==> src/rtl/fifo_flow_ctrl_tx.sv <==
// -----------------------------------------------------------------------------
// fifo_flow_ctrl_tx
//
// Multi-channel XON/XOFF flow-control byte generator for the UART TX path.
// Each of NCH receive-FIFO fill levels is tracked with hysteresis:
//   - at or above HI_MARK the channel enters XOFF,
//   - at or below LO_MARK it returns to XON,
//   - in between it keeps its state.
// Every state change marks the channel "dirty" (report pending).
// A round-robin arbiter picks one dirty channel per cycle while the TX FIFO
// is not full. It emits one byte reflecting the channel's state at grant time,
// so an XOFF followed by an XON that has not been sent yet coalesces into a
// single XON byte.
// With AGG_MODE=1 one aggregate report (8'hFF stop / 8'hFE start) follows the
// OR of all channel states instead.
//
// Optional feature, selected by the macro FLOW_KEEPALIVE_EN: a free-running
// counter with period KA_PERIOD marks every report dirty on wrap, so the full
// state is re-sent periodically.
//
// Ports:
//   clk        in   system clock
//   rst_n      in   asynchronous active-low reset
//   lvl        in   packed fill levels, channel ch at [ch*LVL_W +: LVL_W]
//   tx_full    in   UART TX FIFO full; no write is issued while high
//   msg        out  control byte, valid while wr is high
//   wr         out  single-cycle write strobe to the UART TX FIFO
//   xoff_state out  per-channel state, 1 = XOFF
//
// Handshake: wr is a one-cycle strobe. It is only raised for a grant that was
// made while tx_full was low at the preceding edge. There is no further
// acknowledge: the byte is considered accepted when wr is high.
// -----------------------------------------------------------------------------
module fifo_flow_ctrl_tx #(
    parameter int         NCH       = 4,
    parameter int         LVL_W     = 10,
    parameter int         HI_MARK   = 768,
    parameter int         LO_MARK   = 256,
    parameter logic [7:0] XOFF_BASE = 8'hF0,
    parameter logic [7:0] XON_BASE  = 8'hE0,
    parameter int         AGG_MODE  = 0,
    parameter int         KA_PERIOD = 1000000
) (
    input  logic                 clk,
    input  logic                 rst_n,
    input  logic [NCH*LVL_W-1:0] lvl,
    input  logic                 tx_full,
    output logic [7:0]           msg,
    output logic                 wr,
    output logic [NCH-1:0]       xoff_state
);

    localparam int               PTR_W  = (NCH > 1) ? $clog2(NCH) : 1;
    localparam logic [LVL_W-1:0] HI_LVL = LVL_W'(HI_MARK);
    localparam logic [LVL_W-1:0] LO_LVL = LVL_W'(LO_MARK);

    logic [NCH-1:0]   r_st;
    logic [NCH-1:0]   r_dirty;
    logic             r_agg_dirty;
    logic [PTR_W-1:0] r_ptr;
    logic             r_wr;
    logic [7:0]       r_msg;

    logic [NCH-1:0]   w_st_next;
    logic [NCH-1:0]   w_trans;
    logic             w_agg_chg;
    logic [PTR_W:0]   w_scan;
    logic             w_found;
    logic [PTR_W-1:0] w_gnt_idx;
    logic             w_gnt;
    logic [NCH-1:0]   w_gnt_mask;
    logic [7:0]       w_code;
    logic [PTR_W-1:0] w_ptr_next;
    logic             w_ka_pulse;

    // Hysteresis per channel; w_trans flags a state change at this edge.
    always_comb begin
        w_st_next = r_st;
        w_trans   = '0;
        for (int ch = 0; ch < NCH; ch++) begin
            if (!r_st[ch] && (lvl[ch*LVL_W +: LVL_W] >= HI_LVL)) begin
                w_st_next[ch] = 1'b1;
                w_trans[ch]   = 1'b1;
            end else if (r_st[ch] && (lvl[ch*LVL_W +: LVL_W] <= LO_LVL)) begin
                w_st_next[ch] = 1'b0;
                w_trans[ch]   = 1'b1;
            end
        end
        w_agg_chg = (|w_st_next) != (|r_st);
    end

    // Round-robin search: first dirty channel at or above the pointer, wrapping.
    always_comb begin
        w_scan    = '0;
        w_found   = 1'b0;
        w_gnt_idx = '0;
        for (int k = 0; k < NCH; k++) begin
            w_scan = {1'b0, r_ptr} + (PTR_W+1)'(k);
            if (w_scan >= (PTR_W+1)'(NCH)) begin
                w_scan = w_scan - (PTR_W+1)'(NCH);
            end
            if (!w_found && r_dirty[w_scan[PTR_W-1:0]]) begin
                w_found   = 1'b1;
                w_gnt_idx = w_scan[PTR_W-1:0];
            end
        end
    end

    always_comb begin
        w_gnt      = 1'b0;
        w_gnt_mask = '0;
        w_code     = 8'h00;
        w_ptr_next = r_ptr;
        if (AGG_MODE != 0) begin
            w_gnt  = !tx_full && r_agg_dirty;
            w_code = (|r_st) ? 8'hFF : 8'hFE;
        end else begin
            w_gnt = !tx_full && w_found;
            // The code reflects the state at the grant cycle, not the state
            // that originally made the channel dirty.
            w_code = r_st[w_gnt_idx] ? (XOFF_BASE + 8'(w_gnt_idx))
                                     : (XON_BASE  + 8'(w_gnt_idx));
            if (w_gnt) begin
                w_gnt_mask[w_gnt_idx] = 1'b1;
                w_ptr_next = (w_gnt_idx == PTR_W'(NCH-1)) ? '0 : w_gnt_idx + 1'b1;
            end
        end
    end

`ifdef FLOW_KEEPALIVE_EN
    localparam int KA_W = (KA_PERIOD > 1) ? $clog2(KA_PERIOD) : 1;

    logic [KA_W-1:0] r_ka_cnt;

    assign w_ka_pulse = (r_ka_cnt == KA_W'(KA_PERIOD - 1));

    // Runs regardless of tx_full; pending reports simply wait for space.
    always_ff @(posedge clk or negedge rst_n) begin
        if (!rst_n) begin
            r_ka_cnt <= '0;
        end else if (w_ka_pulse) begin
            r_ka_cnt <= '0;
        end else begin
            r_ka_cnt <= r_ka_cnt + 1'b1;
        end
    end
`else
    assign w_ka_pulse = 1'b0;
`endif

    always_ff @(posedge clk or negedge rst_n) begin
        if (!rst_n) begin
            r_st        <= '0;
            r_dirty     <= '0;
            r_agg_dirty <= 1'b0;
            r_ptr       <= '0;
            r_wr        <= 1'b0;
            r_msg       <= 8'h00;
        end else begin
            r_st <= w_st_next;
            if (AGG_MODE != 0) begin
                r_dirty     <= '0;
                r_agg_dirty <= (r_agg_dirty && !w_gnt) || w_agg_chg || w_ka_pulse;
            end else begin
                // A transition at the grant edge re-arms the bit, so a second byte follows.
                r_dirty     <= (r_dirty & ~w_gnt_mask) | w_trans | {NCH{w_ka_pulse}};
                r_agg_dirty <= 1'b0;
            end
            r_ptr <= w_ptr_next;
            r_wr  <= w_gnt;
            if (w_gnt) begin
                r_msg <= w_code;
            end
        end
    end

    assign wr         = r_wr;
    assign msg        = r_msg;
    assign xoff_state = r_st;

endmodule
==> config.mk <==
export PLATFORM = sky130hd
export DESIGN_NAME = fifo_flow_ctrl_tx
export DESIGN_NICKNAME = d
export VERILOG_FILES = /design/src/rtl/fifo_flow_ctrl_tx.sv
export SDC_FILE = /design/constraint.sdc
export NUM_CORES = 1
export LEC_CHECK = 0
export CAP_MARGIN = 20
export CORE_ASPECT_RATIO = 0.9
export CORE_MARGIN = 4
export CORE_UTILIZATION = 35
export DETAILED_ROUTE_END_ITERATION = 10
export PLACE_DENSITY = 0.78
export SYNTH_ARGS = -nofsm -noshare
export SYNTH_HDL_FRONTEND = slang
export SYNTH_SLANG_ARGS = --single-unit
==> constraint.sdc <==
create_clock -name clk -period 1.72 [get_ports clk]
set_clock_uncertainty 0.05 [all_clocks]
set_input_delay 0.172 -clock clk [delete_from_list [all_inputs] [get_ports clk]]
set_output_delay 0.172 -clock clk [all_outputs]
set_load 0.02 [all_outputs]
Word-level counts from Yosys, hierarchy flattened --
Index checks and enable logic that the tools add are counted.
Storage, ports and cells: output and inout port bits 13, register bits 19, bits of input ports 43
Operators by class: reduce and logical (&&, ||, !) cells 25, equal/unequal tests 1, add/subtract/negate cells 10, order comparisons 18, muxes and demuxes 43, bitwise gates (word level) 3
Operator list (number):
- 10-bit >= comparator, second input constant | 4
- 10-bit by 9-bit less-or-equal comparator with 1-bit output, second input constant | 4
- 1-bit 2-to-1 mux | 26
- 2-bit 2-to-1 mux | 9
- 2-bit by 3-bit < comparator with 1-bit output, second input constant | 5
- 1-bit logical AND | 13
- 1-bit binary-select mux with 2-bit select | 5
- 3-bit >= comparator, second input constant | 3
- 1-bit logical NOT | 8
- 8-bit 2-to-1 mux | 1
- 2-bit nonzero test | 4
- 2-bit by 1-bit subtractor with 2-bit output, second input constant | 4
- 6-bit by 3-bit adder with 7-bit output, first input constant | 1
- 2-bit by 2-bit adder with 3-bit output, second input constant | 2
- 5-bit by 3-bit adder with 6-bit output, first input constant | 1
- 4-bit bitwise AND | 1
- 4-bit 2-to-1 mux | 1
- 4-bit inverter | 1
- 4-bit bitwise OR | 1
- 2-bit by 1-bit adder with 3-bit output, second input constant | 1
- 2-bit by 3-bit >= comparator with 1-bit output, second input constant | 1
- 2-bit by 1-bit adder with 2-bit output, second input constant | 1
- 1-bit demux with 2-bit select | 1
- 2-bit == test, second input constant | 1
- 2-bit by 1-bit >= comparator with 1-bit output, second input constant | 1

Longest topological paths before layout --
Gate-level depths: netlist of run 1.
depth in word-level cells 22, gate-level depth with buffers 5, gate-level depth less buffers 5

Worst setup path after synthesis of run 1 --
No wires, ideal clock.
kind reg2reg, start point reg r_ptr[1], end point reg r_msg[4] (netlist: msg[4]), arrival 1.342 ns, data required time 1.583 ns, library setup time 0.087 ns, stages on the path, launching flop included 6, period minus slack after synthesis 1.478 ns, slack 0.242 ns, cells stage by stage dfrtp_1 mux2_4 o221ai_4 mux2i_1 nand3_1 o211ai_1
Between the ends: cells in the longest elaborated chain, start to end 17
RTL lines:
- from (decl) | line 60 | logic [PTR_W-1:0] r_ptr;
- from (signal assigned) | line 169 | r_ptr <= w_ptr_next;
- branches (longest 17 deep; another with 2-bit by 1-bit adder with 3-bit output)
- to (signal assigned) | line 172 | r_msg <= w_code;
- to (decl) | line 62 | logic [7:0] r_msg;
Several ways; the timed one is not identified. The select of a mux whose other input is x is not followed. A chain may end at the register's enable or synchronous reset.

Worst setup path after layout of run 1 --
start point reg r_dirty[1], end point reg r_dirty[1]
Between the ends: cells in the longest elaborated chain, start to end 20
RTL lines:
- from (decl) | line 58 | logic [NCH-1:0] r_dirty;
- from (signal assigned) | line 166 | r_dirty <= (r_dirty & ~w_gnt_mask) | w_trans | {NCH{w_ka_pulse}};
- 1-bit binary-select mux with 2-bit select | line 102 | if (!w_found && r_dirty[w_scan[PTR_W-1:0]]) begin
- 1-bit 2-to-1 mux (implied by the code) | line 102
- 1-bit 2-to-1 mux | line 102
- 1-bit logical NOT | line 102
- 1-bit logical AND | line 102
- 1-bit 2-to-1 mux | line 102
- 1-bit logical NOT | line 102
- 1-bit logical AND | line 102
- [... 4 more ...]
- 2-bit by 3-bit < comparator with 1-bit output (implied by the code) or 2-bit by 1-bit >= comparator with 1-bit output (tied branches) | line 124 | w_gnt_mask[w_gnt_idx] = 1'b1;
- 1-bit logical AND (implied by the code) | line 124
- 1-bit 2-to-1 mux (implied by the code) | line 124
- 1-bit demux with 2-bit select | line 124
- 4-bit 2-to-1 mux | line 123 | if (w_gnt) begin
- 4-bit inverter | line 166
- 4-bit bitwise AND (*) | line 166
- 4-bit bitwise OR (*) | line 166
Every way passes the cells marked *; elsewhere a longest branch is shown, timed or not. The select of a mux whose other input is x is not followed.

==> results of run 1 <==
==> logic make-up (layout without fill, tap and decap cells) <==
group                  Yosys count  count (layout)  synth area share
XOR/XNOR                         1               1           0.01054
flip-flops                      15              15            0.4518
AND/OR/NAND/NOR                 28              28            0.1732
buffers and inverters           10              65           0.06325
multiplexers                     2               2           0.03012
AO/OA/AOI/OAI                   30              30            0.2666
other                            1               2          0.004514
==> routing by layer <==
metal	wire length (µm)	vias up	global-route usage	share of wire
met5	0	-	0	0
met1	920	395	0.1884	0.38
met2	1318	30	0.3055	0.54
met4	18	0	0.04906	0.0074
li1	-	429	-	-
met3	174	4	0.06368	0.072
==> cells in the final DEF, fill, tap and decap left out, types with 2 or more instances in the layout <==
master	synthesis	layout
a21boi_0	4	4
a21oi_1	4	4
nor2_1	3	3
dfrtp_1	15	14
a211o_1	4	4
conb_1	1	2
inv_1	6	6
o21ai_1	4	4
nor4_1	9	9
buf_4	4	2
o21ai_0	3	3
nand2_1	11	11
o211ai_1	5	5
clkdlybuf4s50_1	0	53
clkbuf_4	0	3
==> metrics by stage <==
step	cells	setup slack, ps	cell area [µm²]	util
final	170	127.6	1411	0.6351
after global routing	170	24.14	1411	0.6351
after CTS	170	94.64	1410	0.6346
after detailed placement	166	109.4	1384	0.6227
after global placement	166	172.0	1384	0.6227
after floorplan	88	241.8	834.6	-
==> layout make-up <==
type                            count  area share
Clock buffer                        4     0.01862
Inverter                            6     0.01596
Multi-Input combinational cell     63      0.2881
Sequential cell                    15      0.2668
Tap cell                           27     0.02394
Timing Repair Buffer               55      0.3865
==> flip-flops by register name, summed over array words and instances, names as in the netlist <==
register,flops
msg,4
r_dirty,4
r_ptr,2
wr,1
xoff_state,4
==> power groups by stage <==
| stage | Combinational (mW) | Clock (mW) | Sequential, mW |
|---|---|---|---|
| 5_1_grt | 0.974 | 0.232 | 0.638 |
| 3_5_place_dp | 0.890 | 0 | 0.620 |
| 4_1_cts | 0.894 | 0.210 | 0.613 |
| 6_report | 0.885 | 0.208 | 0.617 |
| 2_1_floorplan | 0.507 | 0 | 0.653 |
| 3_3_place_gp | 0.861 | 0 | 0.606 |
==> how the worst max path moves through the flow <==
stage | startpoint | endpoint | depth (start not counted)
2_1_floorplan | r_ptr[1] | msg[4] | 5
5_1_grt | r_ptr[1] | r_dirty[2] | 5
4_1_cts | r_ptr[1] | msg[4] | 5
6_report | r_dirty[1] | r_dirty[1] | 5
3_3_place_gp | lvl[1] | xoff_state[0] | 5
3_5_place_dp | r_ptr[1] | r_dirty[2] | 5
==> timing repair <==
action / CTS / global route
endpoints found under the setup margin: 0 / 1
gates resized for setup: 0 / 1
hold buffers: 0 / 0
==> results by group, run 1 <==
Setup path
  – CP bufs+invs: 0
  – CP Max Fanout: 6
  – Slowest stage delay, CP: 450 ps
  – Required time of the critical path: 1840 ps
  – Reg-to-Reg Start: r_dirty[1]
  – CP Capture Type: flip-flop
  – Setup CP Type: flip-flop to flip-flop
  – R2r endpoint: r_dirty[1]
  – R2R cell count: 5
  – FF-to-FF setup slack: 130 ps
  – Critical path's slowest cell: dfrtp_1
  – Worst EP arrival: 1710 ps
  – Critical-path cell list: a21boi_1, o221ai_4, or2_4, o21ai_1, o211ai_1
  – Setup crit start kind: flip-flop
  – Largest delay contributor family on the critical path: compound AO/OA/AOI/OAI gates

Floorplanning
  – Die area: 3218 µm²
  – Chip Width: 59.36 µm
  – Cell Rows: 16
  – Chip height: 54.22 µm
  – Core Area: 2222 µm²
  – Num ports: 56
  – Initial core utilization: 0.3739

Timing
  – Final period util: 0.9258
  – F_max: 628.0 MHz
  – Max Slew Vio Count: 0
  – Crit path time final: 1592 ps
  – Final hold slack: 147.5 ps
  – Final setup vio count: 0
  – RSZ-0062 raised after global routing: no
  – Final hold vios: 0
  – Setup TNS: 0 ps

Pwr
  – Pint: 1.028 mW
  – Clk network pwr share: 0.122
  – Sw frac: 0.3985
  – Comb power frac: 0.518
  – Pwr Total: 1.710 mW
  – Sequential Power Share: 0.361
  – Worst IR Drop VDD: 0.0009027 V
  – Power Density: 1211 nW/µm²
  – Sw Pwr: 0.6813 mW
  – Leakage power: 0.5623 nW

Clock tree
  – Post-CTS Setup Inserts: 0
  – Clk buf depth: 2
  – CTS tree: built
  – Worst-Skew Late Latency: 290 ps
  – Sink Count: 15
  – CTS buffer count: 3
  – Clk slew on worst S/H paths: 90 ps
  – H-tree Lvls: 1
  – Clk Tree Root Cell: clkbuf_4

Yosys
  – Top cell type's share of synthesized area: 0.4518
  – Average size of a mapped cell: 9.549 µm²
  – Commonest cells in the netlist: 15 x dfrtp_1, 11 x nand2_1, 9 x nor4_1, 6 x inv_1, 5 x o211ai_1
  – Synthesized instance count: 87
  – Largest area contributor in the netlist: dfrtp_1
  – Largest cells by area after synthesis: dfrtp_1 45%, nor4_1 6.8%, nand2_1 5.0%
  – Most numerous cell in the Yosys netlist: dfrtp_1
  – Synth Flop Type: dfrtp_1
  – Post-synth ARST share: 1.000
  – Synth Register Bits: 15
  – Register area share after synthesis: 0.4518
  – EDFF count, synth: 0
  – Area of the mapped netlist: 830.8 µm²
  – Yosys warns: 0
  – Synth cell types: 27

Drt
  – Antenna-violating nets left: 0
  – DRT Pass-1 Iters: 4
  – DRC violations left: 0
  – Detailed-route vias per instance: 5.047
  – Detailed Route Iter0 Violations: 19
  – Via count: 858
  – Drt wl/cell: 14.30 µm
  – Drt total wl: 2.431 mm

Placement
  – Post-DP HPWL: 2.106 mm
  – Port Buf Inserts: 53
  – GP Congestion: 0.8551

Status
  – Status: finished, final reports clean

Global route
  – Initial antenna violation count: 0
  – Vias in the first global route: 899
  – GR Overflow Total: 0
  – GR Util All Layers: 0.1703
  – Largest net degree at the start of global routing: 16
  – Wire length of the first global-routing pass: 4.002 mm

Final layout
  – Area Growth Syn to Fin: 69.88%
  – Final-stage net count: 187
  – Antenna cells: 0
  – Layout cells sized above 1: 0.06294
  – Multi-input gate area: 406.6 µm²
  – Register area: 376.6 µm²
  – Fill cell count: 186

Flow run
  – Max_cap viols: 0

Worst hold path
  – Hold Crit Class: input port to asynchronous set/reset pin
Note: power is estimated with default switching activity, not from simulation.
==> run 2: changes to the inputs <==
--- a/config.mk
+++ b/config.mk
@@ -10,6 +10,7 @@
 export CORE_MARGIN = 4
 export CORE_UTILIZATION = 35
 export DETAILED_ROUTE_END_ITERATION = 10
+export GPL_TIMING_DRIVEN = 0
 export PLACE_DENSITY = 0.78
 export SYNTH_ARGS = -nofsm -noshare
 export SYNTH_HDL_FRONTEND = slang
==> run 2 against run 1 <==
  * First-iteration DRC count fell by 53%
  * Worst setup slack got worse by 34 ps
  * Global-route usage fell by 0.91 points
  * Total power rose by 0.43%
  * Sequential power barely moved
  * Die area did not move
  * Maximum frequency fell by 2.1%
  * Wire length rose by 0.90%
  * Non-clock buffer count rose by 2
  * Largest cell class unchanged
  * Largest power group unchanged
==> results by group, run 2 (synthesis gave the netlist of run 1 again) <==
Final layout
  – Post-Layout Cell Count: 172
  – Fill cell count: 196
  – Antenna cells: 0
  – Final-stage net count: 189
  – Most frequent cells in the layout: 53 x clkdlybuf4s50_1, 14 x dfrtp_1, 11 x nand2_1
  – Commonest non-fill, non-tap cell in the layout: clkdlybuf4s50_1
  – Layout cells sized above 1: 0.08276
  – Area Growth Syn to Fin: 72.44%

Drt
  – Via count: 889
  – DRC violations left: 0
  – Antenna-violating nets left: 0
  – DRT Pass-1 Iters: 4
  – Drt total wl: 2.453 mm
  – Drt wl/cell: 14.26 µm
  – Detailed Route Iter0 Violations: 9
  – Detailed-route vias per instance: 5.169

Setup path
  – Reg-to-Reg Start: r_dirty[1]
  – Setup crit start kind: flip-flop
  – Largest delay contributor family on the critical path: compound AO/OA/AOI/OAI gates
  – Critical path's slowest cell: dfrtp_1
  – Worst EP arrival: 1740 ps
  – CP Capture Point: r_dirty[3]
  – CP Max Fanout: 6
  – CP bufs+invs: 0
  – R2r endpoint: r_dirty[3]
  – CP Launch Point: r_dirty[1]
  – Critical-path cell list: a21boi_1, o221ai_4, or2_4, o21ai_1, o211ai_1
  – FF-to-FF setup slack: 90 ps
  – Setup CP Type: flip-flop to flip-flop
  – Crit path depth: 5
  – Slowest stage delay, CP: 460 ps
  – R2R cell count: 5
  – Required time of the critical path: 1840 ps
  – CP Capture Type: flip-flop

Timing
  – Rel. slew slack: 0.5429
  – Final hold vios: 0
  – RSZ-0062 raised after global routing: no
  – Max Slew Vio Count: 0
  – Setup TNS: 0 ps
  – Worst slew pin tran: 683.6 ps
  – F_max: 614.8 MHz
  – Final setup vio count: 0
  – Crit path time final: 1626 ps
  – Final period util: 0.9456

Global route
  – Vias in the first global route: 868
  – Initial antenna violation count: 0
  – Wire length of the first global-routing pass: 3.753 mm
  – Largest net degree at the start of global routing: 16
  – GR Overflow Total: 0
  – GR Util All Layers: 0.1611

Worst hold path
  – Hold Crit Class: input port to asynchronous set/reset pin

Clock tree
  – CTS tree: built
  – Clk slew on worst S/H paths: 100 ps
  – Sink Count: 15
  – Post-CTS Setup Inserts: 0
  – Worst-Skew Late Latency: 290 ps
  – Clk Tree Root Cell: clkbuf_4
  – CTS buffer count: 3
  – Clk buf depth: 2
  – H-tree Lvls: 1

Pwr
  – Power Density: 1199 nW/µm²
  – Leakage power: 0.5714 nW
  – Worst IR Drop VDD: 0.0009601 V

Placement
  – Port Buf Inserts: 53
  – Placed insts: 168
  – Post-DP HPWL: 2.049 mm
  – GP Congestion: 0.8046

Floorplanning
  – Initial core utilization: 0.3739
  – Chip height: 54.22 µm
  – Die area: 3218 µm²
  – Chip Width: 59.36 µm
  – Num ports: 56
  – Core Area: 2222 µm²
  – Cell Rows: 16

Status
  – Status: finished, final reports clean

Flow run
  – Max_cap viols: 0
[run 2: cell count changes in the layout (fill, tap and decap cells not counted)]
cell / before / now
buf_4: 2 / 4
nor4_1: 9 / 8
nor4_2: 0 / 1
[run 2: what timing repair did]
item	in CTS	in global routing
setup endpoints to repair	0	5
gates resized for setup	0	2
hold buffers	0	0
[run 2: stage by stage]
step | hold WS, ps | total power, mW | area (µm²) | setup slack, ps | util
floorplan | -173.6 | 1.160 | 834.6 | 241.8 | -
global placement | 443.0 | 1.473 | 1399 | 99.11 | 0.6295
detailed placement | 465.3 | 1.500 | 1399 | 32.73 | 0.6295
CTS | 265.9 | 1.711 | 1425 | 13.78 | 0.6413
global route | 287.9 | 1.839 | 1433 | 7.771 | 0.6447
finish | 234.6 | 1.717 | 1433 | 93.54 | 0.6447
[run 2: how the worst min path moves through the flow]
| stage | to | slack, ps | cells past startpoint |
|---|---|---|---|
| after global placement | r_dirty[0] | 440 | 1 |
| after floorplan | msg[0] | -170 | 0 |
| final | xoff_state[2] | 230 | 1 |
| after CTS | r_dirty[2] | 270 | 1 |
| after global routing | r_dirty[2] | 290 | 1 |
| after detailed placement | msg[1] | 470 | 2 |
[run 2: cell type report]
type	instances	area (µm²)	area share
sequential	15	376.6	0.2629
buffer	4	30.03	0.02096
timing repair buffer	53	530.5	0.3703
clock buffer	4	26.28	0.01834
tap	27	33.78	0.02358
multi-input combinational	63	412.9	0.2882
inverter	6	22.52	0.01572
[run 2: power breakdown]
group | switching, mW | internal (mW)
registers | 0.141 | 0.478
clock network | 0.120 | 0.0902
logic | 0.425 | 0.463
total | 0.686 | 1.03
[run 2: layer usage]
metal | global-route usage | wire, µm | vias to the layer above
met2 | 0.3000 | 1328 | 26
met3 | 0.05425 | 147 | 4
met4 | 0.05660 | 25 | 0
li1 | - | - | 431
met5 | 0 | 0 | -
met1 | 0.1693 | 952 | 428
[run 2: worst reg2reg max path, delay by kind of cell, from the launching register on]
family | cells | cell delay (ps)
AOI/OAI and AO/OA | 4 | 700
DFF | 1 | 460
and+or+nand+nor | 1 | 290
